## config.mk

```make
export PLATFORM = sky130hd
export DESIGN_NAME = addsub_pipe
export DESIGN_NICKNAME = d
export VERILOG_FILES = /design/src/rtl/addsub_pkg.sv /design/src/rtl/addsub_chunk.sv /design/src/rtl/addsub_pipe.sv
export SDC_FILE = /design/constraint.sdc
export NUM_CORES = 1
export LEC_CHECK = 0
export ABC_CLOCK_PERIOD_IN_PS = 3200
export BUFFER_PORTS_ARGS = -buffer_cell sky130_fd_sc_hd__buf_2
export CAP_MARGIN = 25
export CORE_MARGIN = 4
export CORE_UTILIZATION = 40
export CTS_CLUSTER_DIAMETER = 80
export DETAILED_ROUTE_END_ITERATION = 10
export SLEW_MARGIN = 20
export SYNTH_ARGS = -nofsm -noshare
export SYNTH_HDL_FRONTEND = slang
export SYNTH_SLANG_ARGS = --single-unit
```

## constraint.sdc

```tcl
create_clock -name clk -period 3.2 [get_ports clk]
set_clock_uncertainty 0.15 [all_clocks]
set_input_delay 0.16 -clock clk [delete_from_list [all_inputs] [get_ports clk]]
set_output_delay 0.16 -clock clk [all_outputs]
set_load 0.02 [all_outputs]
```

## src/rtl/addsub_pkg.sv

```systemverilog
// Shared opcodes and saturation bounds for the pipelined add/sub block.
package addsub_pkg;
  localparam logic OP_ADD = 1'b0;
  localparam logic OP_SUB = 1'b1;

  function automatic logic [63:0] sat_max(input int unsigned width);
    return (64'd1 << (width - 1)) - 64'd1;
  endfunction

  function automatic logic [63:0] sat_min(input int unsigned width);
    return 64'd1 << (width - 1);
  endfunction
endpackage

```

## src/rtl/addsub_chunk.sv

```systemverilog
// CHUNK-bit ripple-carry slice; c_msb is the carry entering the slice MSB.
module addsub_chunk #(
  parameter int CHUNK = 4
) (
  input  logic [CHUNK-1:0] a,
  input  logic [CHUNK-1:0] b,
  input  logic             cin,
  output logic [CHUNK-1:0] sum,
  output logic             cout,
  output logic             c_msb
);
  always_comb begin
    logic c;
    sum   = '0;
    c     = cin;
    c_msb = cin;
    for (int i = 0; i < CHUNK; i++) begin
      if (i == CHUNK - 1) c_msb = c;
      sum[i] = a[i] ^ b[i] ^ c;
      c      = (a[i] & b[i]) | (c & (a[i] ^ b[i]));
    end
    cout = c;
  end
endmodule

```

## src/rtl/addsub_pipe.sv

```systemverilog
// Pipelined add/sub: one CHUNK slice per stage, valid/ready with whole-pipe stall,
// optional signed saturation applied on the registered final stage.
module addsub_pipe
  import addsub_pkg::*;
#(
  parameter int WIDTH = 16,
  parameter int CHUNK = 4
) (
  input  logic             clk,
  input  logic             rst_n,
  input  logic             in_valid,
  output logic             in_ready,
  input  logic [WIDTH-1:0] in_a,
  input  logic [WIDTH-1:0] in_b,
  input  logic             in_sub,
  input  logic             in_sat,
  output logic             out_valid,
  input  logic             out_ready,
  output logic [WIDTH-1:0] out_sum,
  output logic             out_carry,
  output logic             out_ovf,
  output logic             out_zero,
  output logic             out_neg
);
  localparam int STAGES = WIDTH / CHUNK;
  localparam logic [WIDTH-1:0] SMAX = WIDTH'(sat_max(WIDTH));
  localparam logic [WIDTH-1:0] SMIN = WIDTH'(sat_min(WIDTH));

  if ((WIDTH % CHUNK) != 0 || WIDTH < 4) begin : g_param_chk
    $error("addsub_pipe: WIDTH must be >= 4 and a multiple of CHUNK");
  end

  logic                          adv;
  logic [STAGES-1:0]             vld_q, c_q, cm_q, sat_q, sub_q;
  logic [STAGES-1:0][WIDTH-1:0]  a_q, b_q, s_q;

  assign adv      = !vld_q[STAGES-1] || out_ready;
  assign in_ready = adv;

  for (genvar k = 0; k < STAGES; k++) begin : g_stage
    logic [WIDTH-1:0] a_in, b_in, s_in, s_d;
    logic [CHUNK-1:0] sum_k;
    logic             cin, sat_in, sub_in, v_in, cout_k, cm_k;

    if (k == 0) begin : g_first
      // B is pre-inverted here so every slice is a plain adder.
      assign a_in   = in_a;
      assign b_in   = (in_sub == OP_SUB) ? ~in_b : in_b;
      assign s_in   = '0;
      assign cin    = in_sub;
      assign sat_in = in_sat;
      assign sub_in = in_sub;
      assign v_in   = in_valid;
    end else begin : g_next
      assign a_in   = a_q[k-1];
      assign b_in   = b_q[k-1];
      assign s_in   = s_q[k-1];
      assign cin    = c_q[k-1];
      assign sat_in = sat_q[k-1];
      assign sub_in = sub_q[k-1];
      assign v_in   = vld_q[k-1];
    end

    addsub_chunk #(.CHUNK(CHUNK)) u_chunk (
      .a     (a_in[k*CHUNK +: CHUNK]),
      .b     (b_in[k*CHUNK +: CHUNK]),
      .cin   (cin),
      .sum   (sum_k),
      .cout  (cout_k),
      .c_msb (cm_k)
    );

    always_comb begin
      s_d = s_in;
      s_d[k*CHUNK +: CHUNK] = sum_k;
    end

    always_ff @(posedge clk or negedge rst_n) begin
      if (!rst_n) begin
        vld_q[k] <= 1'b0;
        c_q[k]   <= 1'b0;
        cm_q[k]  <= 1'b0;
        sat_q[k] <= 1'b0;
        sub_q[k] <= 1'b0;
        a_q[k]   <= '0;
        b_q[k]   <= '0;
        s_q[k]   <= '0;
      end else if (adv) begin
        vld_q[k] <= v_in;
        c_q[k]   <= cout_k;
        cm_q[k]  <= cm_k;
        sat_q[k] <= sat_in;
        sub_q[k] <= sub_in;
        a_q[k]   <= a_in;
        b_q[k]   <= b_in;
        s_q[k]   <= s_d;
      end
    end
  end

  // Overflow means the true result has A's sign, which picks the clamp value.
  assign out_valid = vld_q[STAGES-1];
  assign out_carry = c_q[STAGES-1];
  assign out_ovf   = c_q[STAGES-1] ^ cm_q[STAGES-1];
  assign out_sum   = (sat_q[STAGES-1] && out_ovf)
                   ? (a_q[STAGES-1][WIDTH-1] ? SMIN : SMAX)
                   : s_q[STAGES-1];
  assign out_zero  = out_valid && (out_sum == '0);
  assign out_neg   = out_sum[WIDTH-1];

  logic unused_ok;
  assign unused_ok = ^{a_q, b_q, cm_q, sub_q};
endmodule
```

Word level (Yosys, flattened, before mapping)
Index checks and enable logic that the tools add are counted.

Bits in registers: 165. Output and inout port bits: 22. Word-level logic and storage cells: 114.

Mux-type cells: 3. Bitwise logic cells: 82. Reductions and logical operators: 5.

Operators with widths (number): $mux 16 (3); $xor 1x1->1 (33); $and 1x1->1 (32); $logic_not 16->1 (1); $not 16->16 (1); $or 1x1->1 (16); $logic_and 1x1->1 (2); $logic_not 1->1 (1); $logic_or 1x1->1 (1).

Depth between registers and ports, before layout
Gate-level depths: netlist of run 1.

Word-level depth: 11. Gate-level depth with buffers: 9. Depth with buffers taken out: 8.

Hierarchy
From an unflattened synthesis of run 1, not the netlist that was laid out.

Cell total of the unflattened synthesis: 328. Area, all modules: 4591.9 µm².

Modules (own cells, without submodules): addsub_pipe (times used 1, cells each 280, area each 4151.5 µm², seq. area each 2552.4 µm²); addsub_chunk (times used 4, cells each 12, area each 110.1 µm², seq. area each 0.0 µm²).

Worst setup path after synthesis of run 1
No wires, ideal clock.

Path kind: in2reg. From: in in_sub. To: reg s_q (netlist bit g_stage[1].s_in[3]). Data arrival time: 2.058 ns. Data required time: 2.925 ns. Setup slack: 0.867 ns. Stages: 9. Buffers on the path: 2. Path through: buf_4 buf_2 mux2_2 fa_1 inv_1 fa_1 inv_1 fa_1 mux2_2.

Cells in the longest elaborated chain, start to end: 9. Elaborated cells on any way between the ends: 15.

RTL lines: from (decl) (RTL line addsub_pipe.sv:15) `input logic in_sub,`; $mux 16 (RTL line addsub_pipe.sv:48) `assign b_in = (in_sub == OP_SUB) ? ~in_b : in_b;`; $xor 1x1->1 (RTL line addsub_chunk.sv:20) `c = (a[i] & b[i]) | (c & (a[i] ^ b[i]));`; $and 1x1->1 (RTL line addsub_chunk.sv:20); $or 1x1->1 (RTL line addsub_chunk.sv:20); $and 1x1->1 (RTL line addsub_chunk.sv:20); $or 1x1->1 (RTL line addsub_chunk.sv:20); $and 1x1->1 (RTL line addsub_chunk.sv:20); $or 1x1->1 (RTL line addsub_chunk.sv:20); $xor 1x1->1 (*) (RTL line addsub_chunk.sv:19) `sum[i] = a[i] ^ b[i] ^ c;`; net g_stage[0].sum_k[3] (RTL line addsub_pipe.sv:42) `logic [CHUNK-1:0] sum_k;`; to (signal, indexed assignment) (RTL line addsub_pipe.sv:87) `s_q[k] <= '0;`; to (signal, indexed assignment) (RTL line addsub_pipe.sv:96) `s_q[k] <= s_d;`; to (decl) (RTL line addsub_pipe.sv:35) `logic [STAGES-1:0][WIDTH-1:0] a_q, b_q, s_q;`.

The timed path passes the listed nets; every way through them passes the cells marked *. A chain may end at the register's enable or synchronous reset.

Worst setup path in the final report of run 1
From: reg b_q (netlist bit g_stage[3].b_in[12]). To: reg s_q[63] in the netlist's numbering.

Cells in the longest elaborated chain, start to end: 8. Elaborated cells on any way between the ends: 9.

RTL lines: from (decl) (RTL line addsub_pipe.sv:35); from (signal, indexed assignment) (RTL line addsub_pipe.sv:95) `b_q[k] <= b_in;`; $xor 1x1->1 (RTL line addsub_chunk.sv:20); $and 1x1->1 (RTL line addsub_chunk.sv:20); $or 1x1->1 (*) (RTL line addsub_chunk.sv:20); $and 1x1->1 (*) (RTL line addsub_chunk.sv:20); $or 1x1->1 (*) (RTL line addsub_chunk.sv:20); $and 1x1->1 (*) (RTL line addsub_chunk.sv:20); $or 1x1->1 (*) (RTL line addsub_chunk.sv:20); net g_stage[3].cm_k (RTL line addsub_pipe.sv:43) `logic cin, sat_in, sub_in, v_in, cout_k, cm_k;`; $xor 1x1->1 (*) (RTL line addsub_chunk.sv:19); net g_stage[3].sum_k[3] (RTL line addsub_pipe.sv:42).

Marks and branches as above.

==> results of run 1 <==
## cell families after synthesis
| group | count (synthesis) | share of synthesized area, % |
|---|---|---|
| fa+ha+maj | 15 | 6.61 |
| mux | 54 | 13.4 |
| simple gates | 59 | 5.73 |
| buf+inv | 61 | 6.56 |
| flops | 102 | 56.2 |
| compound gates | 65 | 8.05 |
| xor+xnor | 17 | 3.44 |
## synthesized netlist by cell type, drive strengths merged (4+ instances only)
cell	instances	area share, %
dfrtp	102	56
mux2	54	13
inv	39	3.2
a21oi	35	4.7
o21ai	29	3.2
nand2	28	2.4
nor2	22	1.8
buf	19	3.1
fa	15	6.6
xnor2	13	2.7
xor2	4	0.77
## worst reg2reg max path, cell delays in order (launching register included)
cell,delay [ps]
dfrtp_1,380
fa_1,180
inv_1,50
fa_1,370
fa_1,410
inv_1,90
fa_1,400
mux2_2,260
## worst paths after layout
path	startpoint	end	slack (ps)	cells past startpoint
max in group asynchronous	rst_n	g_stage[3].cin	1850	3
worst max-delay path	g_stage[3].b_in[12]	s_q[63]	800	7
worst min register to register	g_stage[3].v_in	out_valid	310	1
min in group asynchronous	rst_n	g_stage[1].b_in[11]	230	2
worst max register to register	g_stage[3].b_in[12]	s_q[63]	800	7
worst min-delay path	in_b[0]	g_stage[1].s_in[0]	4	3
## per-layer routing
metal	track usage, %	up-vias	wire [µm]
met3	3.17	8	329
li1	-	1381	-
met1	20.2	1391	4020
met5	0	-	0
met2	20.5	52	3660
met4	3.56	0	77
## registers in the layout, summed over array words and instances (netlist names)
signal / cells
a_q: 1
cm_q: 1
g_stage.a_in: 24
g_stage.b_in: 24
g_stage.cin: 3
g_stage.s_in: 24
g_stage.sat_in: 3
g_stage.v_in: 3
out_carry: 1
out_valid: 1
s_q: 16
sat_q: 1
## power by group through the flow
stage	sequential, mW	clock, mW	combinational (mW)
after floorplan	2.14	0	1.72
after global placement	2.20	0	2.21
after detailed placement	2.22	0	2.25
after CTS	2.20	1.13	2.29
after global routing	2.27	1.19	2.56
final	2.19	1.10	2.24
## through the flow
step                      hold slack, ps  area, µm²  instances
after global placement              59.3       4930        556
after detailed placement            68.7       4930        556
final                               4.39       5520        600
after floorplan                     -286       4540        373
after global routing                23.5       5520        600
after CTS                           3.04       5520        600
## layout make-up
type                    instances  area (µm²)  area share [%]
multi-input cells             210        1700            30.8
repair buffers                 93         636            11.5
inverters                      39         146            2.65
flip-flops and latches        102        2550            46.3
clock buffers                  11         253            4.58
well taps                     140         175            3.17
clock inverters                 5        57.6            1.04
==> flow_metrics.env, run 1 <==
export IMPL_synth_cell_area_um2=4540
export IMPL_async_reset_ff_share_pct=100
export IMPL_finalSetupViolCount=0
export IMPL_cp_cell_sequence="fa_1 > inv_1 > fa_1 > fa_1 > inv_1 > fa_1 > mux2_2"
export IMPL_first_pass_iters=4
export IMPL_die_x_um=115
export IMPL_path_class="register to register"
export IMPL_final_cell_mix="dfrtp_1, buf_2, mux2_2"
export IMPL_p_clk_share_pct=19.8
export IMPL_p_seq_share_pct=39.7
export IMPL_cts_tree="built"
export IMPL_grt_pass1_vias=2891
export IMPL_io_buffers=59
export IMPL_outcome="finished, final reports clean"
export IMPL_routed_via_density=4.72
export IMPL_slowest_delay_ps=410
export IMPL_ctsResizeCount=0
export IMPL_max_cap_violations=0
export IMPL_postCtsHoldBufs=28
export IMPL_insertion_delay_ps=330
export IMPL_drive_above_1_share_pct=32.6
export IMPL_drt_first_iter_violations=114
export IMPL_power_total_mw=5.53
export IMPL_finalWirelength_um=8090
export IMPL_clock_fmax_mhz=417
export IMPL_startpoint_type="register"
export IMPL_crit_path_max_fanout=2
export IMPL_hold_path_class="input port to register"
export IMPL_period_share_pct=74.9
export IMPL_initial_core_util_pct=41.3
export IMPL_grt_overflow_total=0
export IMPL_clk_pin_slew_ps=60
export IMPL_endpoint_kind="register"
export IMPL_dp_hpwl_um=5530
export IMPL_coreArea_um2=11000
export IMPL_worstPathRequired_ps=3260
export IMPL_synth_cells=373
export IMPL_num_rows=38
export IMPL_grt_pass1_wl_um=14400
export IMPL_postRouteAntennaNets=0
export IMPL_die_h_um=115
export IMPL_antenna_found_initial=0
export IMPL_rsz0062_at_grt="no"
export IMPL_crit_buf_inv=2
export IMPL_die_area_um2=13100
export IMPL_combPwrFrac_pct=40.5
export IMPL_layout_commonest_cell="dfrtp_1"
export IMPL_cp_top_family="adder cells"
export IMPL_num_nets_final=508
export IMPL_clockBufferDepth=2
export IMPL_cts_made_buffers=9
export IMPL_avgRoutedWirePerCell_um=13.5
export IMPL_fin_ws_ps=805
export IMPL_syn_to_final_growth_pct=21.5
export IMPL_avgSynthCellArea_um2=12.2
export IMPL_final_max_slew_violation_count=0
export IMPL_track_usage_pct=13.7
export IMPL_fillers=992
export IMPL_synth_edff_count=0
export IMPL_fin_crit_ps=2400
export IMPL_final_util_pct=50.2
export IMPL_yosysSeqAreaShare_pct=56.2
export IMPL_cp_arrival_ps=2460
export IMPL_gp_congestion=0.724
export IMPL_ys_flop_type="dfrtp_1"
export IMPL_dp_worst_setup_slack_ps=716
export IMPL_yosys_warnings=0
export IMPL_grt_max_degree=48
export IMPL_root_buffer="clkbuf_16"
export IMPL_drc_errors=0
export IMPL_num_antenna_cells=0
export IMPL_h_tree_depth=3
export IMPL_power_leakage_nw=2.53
export IMPL_max_slew_margin_pct=58.3
export IMPL_hold_viol=0
export IMPL_cts_setup_buffers=0
export IMPL_synth_seq_cells=102
export IMPL_tns_ps=0
export IMPL_p_sw_share_pct=36.7
export IMPL_synth_fp_nets=426
export IMPL_cp_common_cell="fa_1"
export IMPL_vdd_drop_max_mv=0.516
export IMPL_vias=2832
export IMPL_p_per_area_nw_per_um2=1000
export IMPL_crit_slowest_cell="fa_1"
export IMPL_worst_pin_slew_ps=624
export IMPL_yosysUniqueCellTypes=25
export IMPL_ioPinCount=60
export IMPL_p_sw_mw=2.03
export IMPL_clock_sinks=102
export IMPL_internal_power_mw=3.50
Note: power is estimated with default switching activity, not from simulation.
==> inputs of run 2 (changes only) <==
--- a/config.mk
+++ b/config.mk
@@ -5,7 +5,8 @@
 export SDC_FILE = /design/constraint.sdc
 export NUM_CORES = 1
 export LEC_CHECK = 0
-export ABC_CLOCK_PERIOD_IN_PS = 3200
+export ABC_AREA = 1
+export ABC_CLOCK_PERIOD_IN_PS = 2100
 export BUFFER_PORTS_ARGS = -buffer_cell sky130_fd_sc_hd__buf_2
 export CAP_MARGIN = 25
 export CORE_MARGIN = 4
==> constraint.sdc (replaced) <==
create_clock -name clk -period 2.1 [get_ports clk]
set_clock_uncertainty 0.15 [all_clocks]
set_input_delay 0.105 -clock clk [delete_from_list [all_inputs] [get_ports clk]]
set_output_delay 0.105 -clock clk [all_outputs]
set_load 0.02 [all_outputs]
==> run 2 against run 1 <==
Effect of this change: the run now ends with setup timing left; synthesized cell count up 6.4%; critical path type unchanged; final area grew 2.4%; via count hardly changed; clock-buffer cell count is 2 lower; register-to-register slack worse by 930 ps; flip-flop and latch count did not move; global-route usage down 0.79 points; non-clock buffer count increased by 4.
==> flow_metrics.env, run 2 <==
export IMPL_insertion_delay_ps=340
export IMPL_max_cap_violations=0
export IMPL_avgRoutedWirePerCell_um=12.7
export IMPL_ioPinCount=60
export IMPL_whs_ps=21.3
export IMPL_clock_fmax_mhz=450
export IMPL_synth_cells=397
export IMPL_avgSynthCellArea_um2=11.5
export IMPL_cp_arrival_ps=2340
export IMPL_rsz0062_at_grt="yes"
export IMPL_yosys_warnings=0
export IMPL_period_share_pct=106
export IMPL_async_reset_ff_share_pct=100
export IMPL_die_h_um=115
export IMPL_synth_top_cell_area_share_pct=55.8
export IMPL_yosysTopAreaCell="dfrtp_1"
export IMPL_synth_commonest_cells="dfrtp_1, inv_1, o21ai_0"
export IMPL_antenna_found_initial=0
export IMPL_hold_viol=0
export IMPL_final_cell_mix="dfrtp_1, buf_2, o21ai_0"
export IMPL_initial_core_util_pct=41.4
export IMPL_gp_congestion=0.702
export IMPL_path_class="register to register"
export IMPL_ys_top_cells_by_area="dfrtp_1, mux2_2, fa_1, mux2_4, o21ai_0"
export IMPL_violations="setup timing"
export IMPL_synth_cell_area_um2=4570
export IMPL_seq_area_um2=2550
export IMPL_power_leakage_nw=2.68
export IMPL_first_pass_iters=4
export IMPL_dp_hpwl_um=5600
export IMPL_layout_commonest_cell="dfrtp_1"
export IMPL_worst_pin_slew_ps=388
export IMPL_num_antenna_cells=0
export IMPL_worstPathRequired_ps=2220
export IMPL_track_usage_pct=12.9
export IMPL_grt_pass1_wl_um=13700
export IMPL_p_per_area_nw_per_um2=1500
export IMPL_grt_pass1_vias=2916
export IMPL_ys_flop_type="dfrtp_1"
export IMPL_routed_via_density=4.52
export IMPL_drt_first_iter_violations=90
export IMPL_die_area_um2=13200
export IMPL_h_tree_depth=3
export IMPL_fillers=986
export IMPL_postRouteAntennaNets=0
export IMPL_dp_worst_setup_slack_ps=-161
export IMPL_yosysMostFrequentCell="dfrtp_1"
export IMPL_yosysSeqAreaShare_pct=55.8
export IMPL_cts_tree="built"
export IMPL_die_x_um=115
export IMPL_yosysUniqueCellTypes=20
export IMPL_tns_ps=-269
export IMPL_fin_crit_ps=2220
export IMPL_endpoint_kind="register"
export IMPL_clock_sinks=102
export IMPL_synth_seq_cells=102
export IMPL_num_nets_final=535
export IMPL_clockBufferDepth=2
export IMPL_outcome="finished with violations"
export IMPL_crit_path_max_fanout=2
export IMPL_multiInputGateArea_um2=1760
export IMPL_vdd_drop_max_mv=1.08
export IMPL_final_util_pct=51.2
export IMPL_coreArea_um2=11000
export IMPL_fin_ws_ps=-123
export IMPL_finalWirelength_um=7980
export IMPL_max_slew_margin_pct=74.1
export IMPL_startpoint_type="register"
export IMPL_drc_errors=0
export IMPL_grt_overflow_total=0
export IMPL_hold_path_class="input port to register"
export IMPL_grt_max_degree=65
export IMPL_cts_setup_buffers=0
export IMPL_num_rows=38
export IMPL_cts_made_buffers=9
export IMPL_io_buffers=59
export IMPL_synth_edff_count=0
export IMPL_finalSetupViolCount=3
export IMPL_clk_pin_slew_ps=80
export IMPL_syn_to_final_growth_pct=23.6
export IMPL_synth_fp_nets=450
export IMPL_drive_above_1_share_pct=32.0
export IMPL_root_buffer="clkbuf_16"
export IMPL_vias=2831
export IMPL_final_max_slew_violation_count=0
run 2: cell count changes in the layout (fill, tap and decap cells not counted), sizes merged, moves of 3 or more:
cell   previous run  this run
a21oi            35        27
inv              39        50
mux2             54        48
nand2            28        40
nand3             0         3
nor2             22        28
nor4              3         0
o21ai            29        46
run 2: layer usage:
metal,share of wire (%),up-vias,global-route usage (%)
li1,-,1436,-
met1,50,1340,18.7
met2,45,46,19.4
met3,3.4,9,1.95
met4,1.8,0,5.63
met5,0,-,0
run 2: where the power goes:
group | internal [mW] | switching [mW]
logic | 1.63 | 1.96
registers | 2.86 | 0.485
clock network | 0.817 | 0.751
total | 5.30 | 3.19
run 2: what timing repair did:
item                       4_1_cts  5_1_grt
setup endpoints to repair       19       20
resized for setup                5        6
hold buffers                    30        0
pin swaps                        5        0
hold endpoints to repair       101        0
run 2: logic make-up (layout without fill, tap and decap cells):
kind of cell / count (synthesis) / after routing / synth area share (%)
adder cells (fa/ha/maj): 15 / 15 / 6.57
flip-flops: 102 / 102 / 55.8
AO/OA/AOI/OAI: 73 / 73 / 7.99
AND/OR/NAND/NOR: 73 / 73 / 6.18
buffers and inverters: 70 / 160 / 6.90
multiplexers: 48 / 48 / 13.5
XOR/XNOR: 16 / 16 / 3.07
run 2: stage by stage:
step,cells,cell area [µm²],total power [mW]
2_1_floorplan,397,4610,5.90
3_3_place_gp,581,5050,6.73
3_5_place_dp,581,5050,6.90
4_1_cts,627,5630,8.55
5_1_grt,627,5650,9.22
6_report,627,5650,8.49
run 2: worst paths after layout:
check                                 endpoint  cells past startpoint  slack, ps               start
max                         g_stage[2].s_in[7]                      8       -120  g_stage[1].a_in[4]
min                         g_stage[1].s_in[3]                      3         20             in_a[3]
max reg2reg                 g_stage[2].s_in[7]                      8       -120  g_stage[1].a_in[4]
min reg2reg                          out_valid                      2        290     g_stage[3].v_in
max in group asynchronous  g_stage[2].b_in[14]                      3       1030               rst_n
min in group asynchronous  g_stage[1].a_in[11]                      2         80               rst_n
run 2: final cells by class:
type | count | area share, %
clock buffer | 9 | 3.98
clock inverter | 7 | 0.974
inverter | 47 | 3.12
multi-input combinational | 225 | 31.1
sequential | 102 | 45.2
tap | 140 | 3.10
timing repair buffer | 97 | 12.5
run 2: worst max-delay path: stages (launching register included):
cell	delay, ps
dfrtp_1	400
fa_2	400
inv_2	60
fa_2	180
inv_2	40
fa_2	320
inv_2	60
fa_1	410
a21oi_2	120
